==> src/rtl/ejercicio_3.sv <==
// 4-bit up/down counter with enable, shown on a common-anode active-low seven-segment display.
// Hex mode: SEG/AN combinational from the count. EJ3_DECIMAL_DISPLAY_EN: two scanned digits, registered, 1 cycle behind.
// No backpressure: the counter steps on every enabled clock and the display simply follows it.
module ejercicio_3 #(
    parameter int REFRESH_DIV = 100000
) (
    input  logic       clk,
    input  logic       rst,
    input  logic       hab,
    input  logic       dir,
    output logic [3:0] cnt,
    output logic [6:0] SEG,
    output logic [3:0] AN
);

    localparam logic [6:0] SEG_BLANK = 7'b1111111;

    if (REFRESH_DIV < 2) begin : g_div_check
        $error("REFRESH_DIV must be at least 2");
    end

    // Segment pattern for one hex digit, bit order {g,f,e,d,c,b,a}, active-low.
    function automatic logic [6:0] glyph(input logic [3:0] v);
        case (v)
            4'h0:    glyph = 7'b1000000;
            4'h1:    glyph = 7'b1111001;
            4'h2:    glyph = 7'b0100100;
            4'h3:    glyph = 7'b0110000;
            4'h4:    glyph = 7'b0011001;
            4'h5:    glyph = 7'b0010010;
            4'h6:    glyph = 7'b0000010;
            4'h7:    glyph = 7'b1111000;
            4'h8:    glyph = 7'b0000000;
            4'h9:    glyph = 7'b0010000;
            4'hA:    glyph = 7'b0001000;
            4'hB:    glyph = 7'b0000011;
            4'hC:    glyph = 7'b1000110;
            4'hD:    glyph = 7'b0100001;
            4'hE:    glyph = 7'b0000110;
            default: glyph = 7'b0001110;
        endcase
    endfunction

    logic [3:0] cnt_q, cnt_d;

    always_comb begin
        cnt_d = cnt_q;
        if (hab) begin
            cnt_d = dir ? cnt_q + 4'd1 : cnt_q - 4'd1;
        end
    end

    always_ff @(posedge clk) begin
        if (rst) begin
            cnt_q <= 4'h0;
        end else begin
            cnt_q <= cnt_d;
        end
    end

    assign cnt = cnt_q;

`ifdef EJ3_DECIMAL_DISPLAY_EN
    localparam int PW = $clog2(REFRESH_DIV);

    logic [PW-1:0] presc_q, presc_d;
    logic          sel_q, sel_d;
    logic [6:0]    seg_q, seg_d;
    logic [3:0]    an_q, an_d;
    logic [3:0]    units;

    // sel_q = 0 drives the units digit, 1 drives the tens digit.
    always_comb begin
        presc_d = presc_q + PW'(1);
        sel_d   = sel_q;
        if (presc_q == PW'(REFRESH_DIV - 1)) begin
            presc_d = '0;
            sel_d   = ~sel_q;
        end

        units = (cnt_q >= 4'd10) ? cnt_q - 4'd10 : cnt_q;

        an_d  = 4'b1110;
        seg_d = glyph(units);
        if (sel_q) begin
            an_d  = 4'b1101;
            seg_d = (cnt_q >= 4'd10) ? glyph(4'd1) : SEG_BLANK;
        end
    end

    always_ff @(posedge clk) begin
        if (rst) begin
            presc_q <= '0;
            sel_q   <= 1'b0;
            seg_q   <= 7'b1000000;
            an_q    <= 4'b1110;
        end else begin
            presc_q <= presc_d;
            sel_q   <= sel_d;
            seg_q   <= seg_d;
            an_q    <= an_d;
        end
    end

    assign SEG = seg_q;
    assign AN  = an_q;
`else
    assign SEG = glyph(cnt_q);
    assign AN  = 4'b1110;
`endif

endmodule

==> config.mk <==
export PLATFORM = sky130hd
export DESIGN_NAME = ejercicio_3
export DESIGN_NICKNAME = d
export VERILOG_FILES = /design/src/rtl/ejercicio_3.sv
export SDC_FILE = /design/constraint.sdc
export NUM_CORES = 1
export LEC_CHECK = 0
export ABC_AREA = 1
export BUFFER_PORTS_ARGS = -buffer_cell sky130_fd_sc_hd__buf_4
export CORE_UTILIZATION = 32
export DETAILED_ROUTE_END_ITERATION = 10
export GPL_TIMING_DRIVEN = 0
export PLACE_DENSITY = 0.49
export RECOVER_POWER = 100
export SYNTH_ARGS = -nofsm -noshare
export SYNTH_HDL_FRONTEND = slang
export SYNTH_SLANG_ARGS = --single-unit
==> constraint.sdc <==
create_clock -name clk -period 3.1 [get_ports clk]
set_clock_uncertainty 0.2 [all_clocks]
set_input_delay 0.31 -clock clk [delete_from_list [all_inputs] [get_ports clk]]
set_output_delay 0.31 -clock clk [all_outputs]
set_load 0.02 [all_outputs]
======== Word-level counts from Yosys, hierarchy flattened ========
Memory sizes are Yosys's and may differ from the RTL's. A register that Yosys moved wholly into a read port is not among the register bits.
Cells that the tools add are included.
Widths: inputs -> output; s select.
word-level totals
  bits in registers ....................... 4
  latch bits .............................. 0
  bits in writable memories ............... 0
  bits in read-only memories .............. 112
  bits of input ports ..................... 4
  output and inout bits ................... 15
  word-level logic and storage cells ...... 7
  memories kept ........................... 1
cells by class
  add/sub/neg operators ................... 2
  multiply operators ...................... 0
  div/mod/pow operators ................... 0
  $lt $le $gt $ge ......................... 0
  equal/unequal tests ..................... 0
  shifts and indexed selects .............. 0
  muxes and demuxes ....................... 3
  bitwise logic cells ..................... 0
  reductions and logical operators ........ 0
memory list
  memory           depth  width  read ports  clocked after Yosys merged registers in  wr ports  line  text
  (no name shown)  16     7      1           1                                        0         24    case (v)
operator list
  operator             number
  $mux 4               3
  $add 4x1->4 const B  1
  $sub 4x1->4 const B  1

======== Logic depth before layout (Yosys ltp) ========
  word-level depth ........................ 4
  gate-level depth with buffers ........... 12
  mapped depth without buffers ............ 12

======== Least setup slack after synthesis ========
No wires, ideal clock.
  path kind ............................... register -> register
  start ................................... register cnt_q[0] (netlist: cnt[0])
  end ..................................... register SEG[0] (netlist name)
  setup time .............................. 113 ps
  arrival time ............................ 1,996 ps
  data required time ...................... 2,787 ps
  setup slack ............................. 791 ps
  stages on the path, launching flop included .. 12
  path buffers ............................ 0
  period minus slack after synthesis ...... 2,309 ps
  cell sequence ........................... dfxtp_1 -> inv_1 -> fa_1 -> nand2_1 -> nand2_1 -> nor2_1 -> inv_1 -> ha_1 -> nand2_1 -> o21ai_1 -> nand2_1 -> nand2_1
between the ends
  longest elaborated chain between the ends .. 4
  elaborated cells on any way between the ends .. 5
  classes of those cells .................. 2 x add/sub; 3 x mux
RTL lines
  item                                               line  text
  start, declared                                    44    logic [3:0] cnt_q, cnt_d;
  start signal, assigned                             57    cnt_q <= cnt_d;
  $sub 4x1->4 / $add 4x1->4 (equally long branches)  49    cnt_d = dir ? cnt_q + 4'd1 : cnt_q - 4'd1;
  $mux 4                                             49
  $mux 4 (no source line) (*) (2 in series)          --
Mark *: on every way between the ends. The rest lies on a longest branch, timed or not.
A chain may end at the register's enable or synchronous reset.

======== Final worst setup path ========
  start ................................... register cnt_q[0] (netlist: cnt[0])
  end ..................................... register SEG[0] (netlist name)
between the ends
  longest elaborated chain between the ends .. 4
  elaborated cells on any way between the ends .. 5
  classes of those cells .................. 2 x add/sub; 3 x mux
RTL lines
  item                                               line
  $sub 4x1->4 / $add 4x1->4 (equally long branches)  49
  $mux 4                                             49
  $mux 4 (no source line) (*) (2 in series)          --
Marks and branches as above.

==> results by group <==
STA
  • Fin. max-slew vios: 0
  • Min Tclk post-route: 2420 ps
  • Final setup TNS: 0 ps
  • # setup viols final: 0
  • Maximum clock rate: 413 MHz
  • Final hold violation count: 0
  • RSZ-0062 raised after global routing: no
  • Final period utilization: 0.782

Power and ir drop
  • Clk pwr share: 0.234
  • Peak VDD IR: 0.282 mV
  • Sw frac: 0.385
  • Combinational power share: 0.369
  • Switch Pwr: 164 uW
  • Pleak: 0.000538 uW
  • Flop pwr share: 0.398
  • Power Density: 458 nW/um^2
  • Int Pwr: 263 uW

Route
  • Vias/cell: 4.27
  • Total wire length: 1.50 mm
  • WL/cell: 9.04 um
  • DR pass1 iterations: 4
  • DRT iter0 DRCs: 16
  • Via Count: 709
  • ANT nets after route: 0
  • Number of remaining DRC errors: 0

Setup path
  • Crit path DAT: 2390 ps
  • Most used cell, CP: nand2_1
  • Worst r2r src: cnt[0]$_SDFFE_PP0P_
  • Kind of end point of the critical path: flop
  • CP Buf/Inv Count: 2
  • Crit path max-delay cell type: fa_1
  • CP cell instances: inv_1, fa_1, nand2_1, nand2_1, nor2_1, inv_1, ha_1, nand2_1, o21ai_0, nand2_1, nand2_1
  • Worst path required time: 3070 ps
  • Delay-heaviest family, CP: adder cells
  • Reg2Reg Depth: 11
  • Worst r2r dst: SEG[0]$_DFF_P_
  • CP max stage delay: 460 ps
  • Kind of critical path: flop to flop
  • Max FO, Critical Path: 5
  • Worst setup SP type: flop
  • Worst R2R Setup Slack: 680 ps

Synth
  • Yosys warns: 0
  • Number of flops mapped to enable cells by yosys: 0
  • Synth top area share: 0.270
  • Ys async rst share: 0
  • Avg Inst Size Synth: 6.87 sq um
  • Sequential area share after synthesis: 0.270
  • Cell Area, Synth: 817 sq um
  • Count leader, synth: nand2_1
  • Synthesized flop and latch total: 11
  • Yosys cell types: 19
  • Primary FF master, synth: dfxtp_1
  • Synth area leader: dfxtp_1
  • Top cells by area, synth: dfxtp_1 27%, nand2_1 19%, ha_1 12%, inv_1 7.4%, nand3_1 6.7%
  • Top cells by count, synth: 41 x nand2_1, 16 x inv_1, 11 x dfxtp_1, 11 x nand3_1, 8 x ha_1
  • Cells after synthesis: 119

Hold path
  • Hold Path Class: primary input to flop
  • Min-delay src: hab
  • WHS Endpoint: cnt[1]$_SDFFE_PP0P_
  • WHS Path Cells: 3

Layout
  • Nets: 152
  • Storage element area: 220 sq um
  • Layout Utilization: 0.402
  • Multi-input logic area: 478 sq um
  • Ant. Diodes: 0
  • Syn-to-layout area delta: 14.1%
  • Filler cell count: 278
  • Share of post-route cells with drive strength above 1: 0.145

Clock tree
  • Clock buffer depth: 2
  • Setup repair bufs after CTS: 0
  • Clock Tree Root: clkbuf_4
  • Clock latency at the later pin of the worst-skew pair: 270 ps
  • CTS Buf Count: 3
  • CTS tree: done
  • Htree depth: 1
  • PostCTS Resize Cnt: 0
  • Num Clock Sinks: 11
  • CTS Hold Buffers Added: 0
  • Clock-pin slew on the worst setup and hold paths: 70 ps

Place
  • Global placer's final weighted congestion: 0.827
  • I/O Buffers: 13
  • DP HPWL: 1.20 mm

Global route
  • Gr usage total: 0.127
  • Largest net degree at the start of global routing: 11
  • Initial antenna violation count: 0
  • Global-route wire length before repair: 2.51 mm
  • GR Overflow Total: 0
  • Vias in the first global route: 590

Floorplanning
  • Die width: 52.5 um
  • Chip height: 52.5 um
  • FP Rows: 17
  • # IOs: 19
  • Starting density of the core: 0.352
  • Core area: 2320 sq um
  • Die Footprint: 2760 sq um

Outcome
  • Run status: finished, final reports clean

Flow run
  • Max_cap viols: 0
[final cells by class]
class | count | area share
Multi-Input combinational cell | 87 | 0.513
Sequential cell | 11 | 0.236
Inverter | 17 | 0.0685
Timing Repair Buffer | 13 | 0.0604
Buffer | 6 | 0.0564
Tap cell | 28 | 0.0376
Clock buffer | 4 | 0.0282
[power groups by stage]
stage                     clock [uW]  combinational [uW]  sequential [uW]
after global placement             0                 176              174
final                           99.8                 158              170
after floorplan                    0                 100              198
after CTS                        106                 177              171
after detailed placement           0                 176              174
after global routing             115                 178              172
[flip-flops by register name, indices dropped and copies added (netlist names)]
register / count
cnt: 4
SEG: 7
[layer usage]
metal | part of all wire | track usage
met5 | 0 | 0
met4 | 0 | 0.0395
met3 | 0.063 | 0.0609
met2 | 0.42 | 0.167
met1 | 0.51 | 0.178
[layout by cell type (no fill, tap or decap)]
| cell type | n |
|---|---|
| nand2_2 | 2 |
| o21ai_1 | 1 |
| buf_6 | 2 |
| nor2_2 | 3 |
| conb_1 | 4 |
| xnor2_1 | 1 |
| nand3b_1 | 1 |
| o21ai_0 | 1 |
| buf_4 | 6 |
| inv_1 | 16 |
| inv_2 | 1 |
| clkbuf_4 | 3 |
| fa_1 | 1 |
| nand3_2 | 1 |
| dfxtp_1 | 11 |
| nor2_1 | 6 |
| nand2_1 | 43 |
| nand3_1 | 12 |
| xor2_1 | 1 |
| nor2_4 | 2 |
| clkbuf_1 | 12 |
| ha_1 | 8 |
[tightest hold or removal path, delay by kind of cell]
kind                   cells  cell delay [ps]
and+or+nand+nor            2              150
buffers and inverters      1              120
[per-stage QoR]
stage | instance area, sq um | cells | hold slack (ps) | setup slack, ps | total power, uW
floorplan | 825 | 121 | 300 | 791 | 298
global placement | 957 | 162 | 365 | 705 | 350
detailed placement | 957 | 162 | 360 | 700 | 350
CTS | 983 | 166 | 134 | 684 | 454
global route | 932 | 166 | 135 | 401 | 465
finish | 932 | 166 | 142 | 677 | 427
[how the worst max path moves through the flow]
stage / start / end / slack (ps) / cells after the start
after floorplan: cnt[0]$_SDFFE_PP0P_ / SEG[0]$_DFF_P_ / 790 / 11
after global placement: cnt[0]$_SDFFE_PP0P_ / SEG[0]$_DFF_P_ / 700 / 11
after detailed placement: cnt[0]$_SDFFE_PP0P_ / SEG[0]$_DFF_P_ / 700 / 11
after CTS: cnt[0]$_SDFFE_PP0P_ / SEG[0]$_DFF_P_ / 680 / 11
after global routing: cnt[0]$_SDFFE_PP0P_ / SEG[0]$_DFF_P_ / 400 / 11
final: cnt[0]$_SDFFE_PP0P_ / SEG[0]$_DFF_P_ / 680 / 11
[kinds of logic (layout without fill, tap and decap cells)]
logic type	after synthesis	after routing	synth area share
buffers and inverters	23	40	0.142
AND/OR/NAND/NOR	70	70	0.398
XOR/XNOR	2	2	0.0214
adder cells (fa/ha/maj)	9	9	0.147
other	2	4	0.00919
AO/OA/AOI/OAI	2	2	0.0123
flip-flops	11	11	0.270
Power figures use the tool's default switching activity.
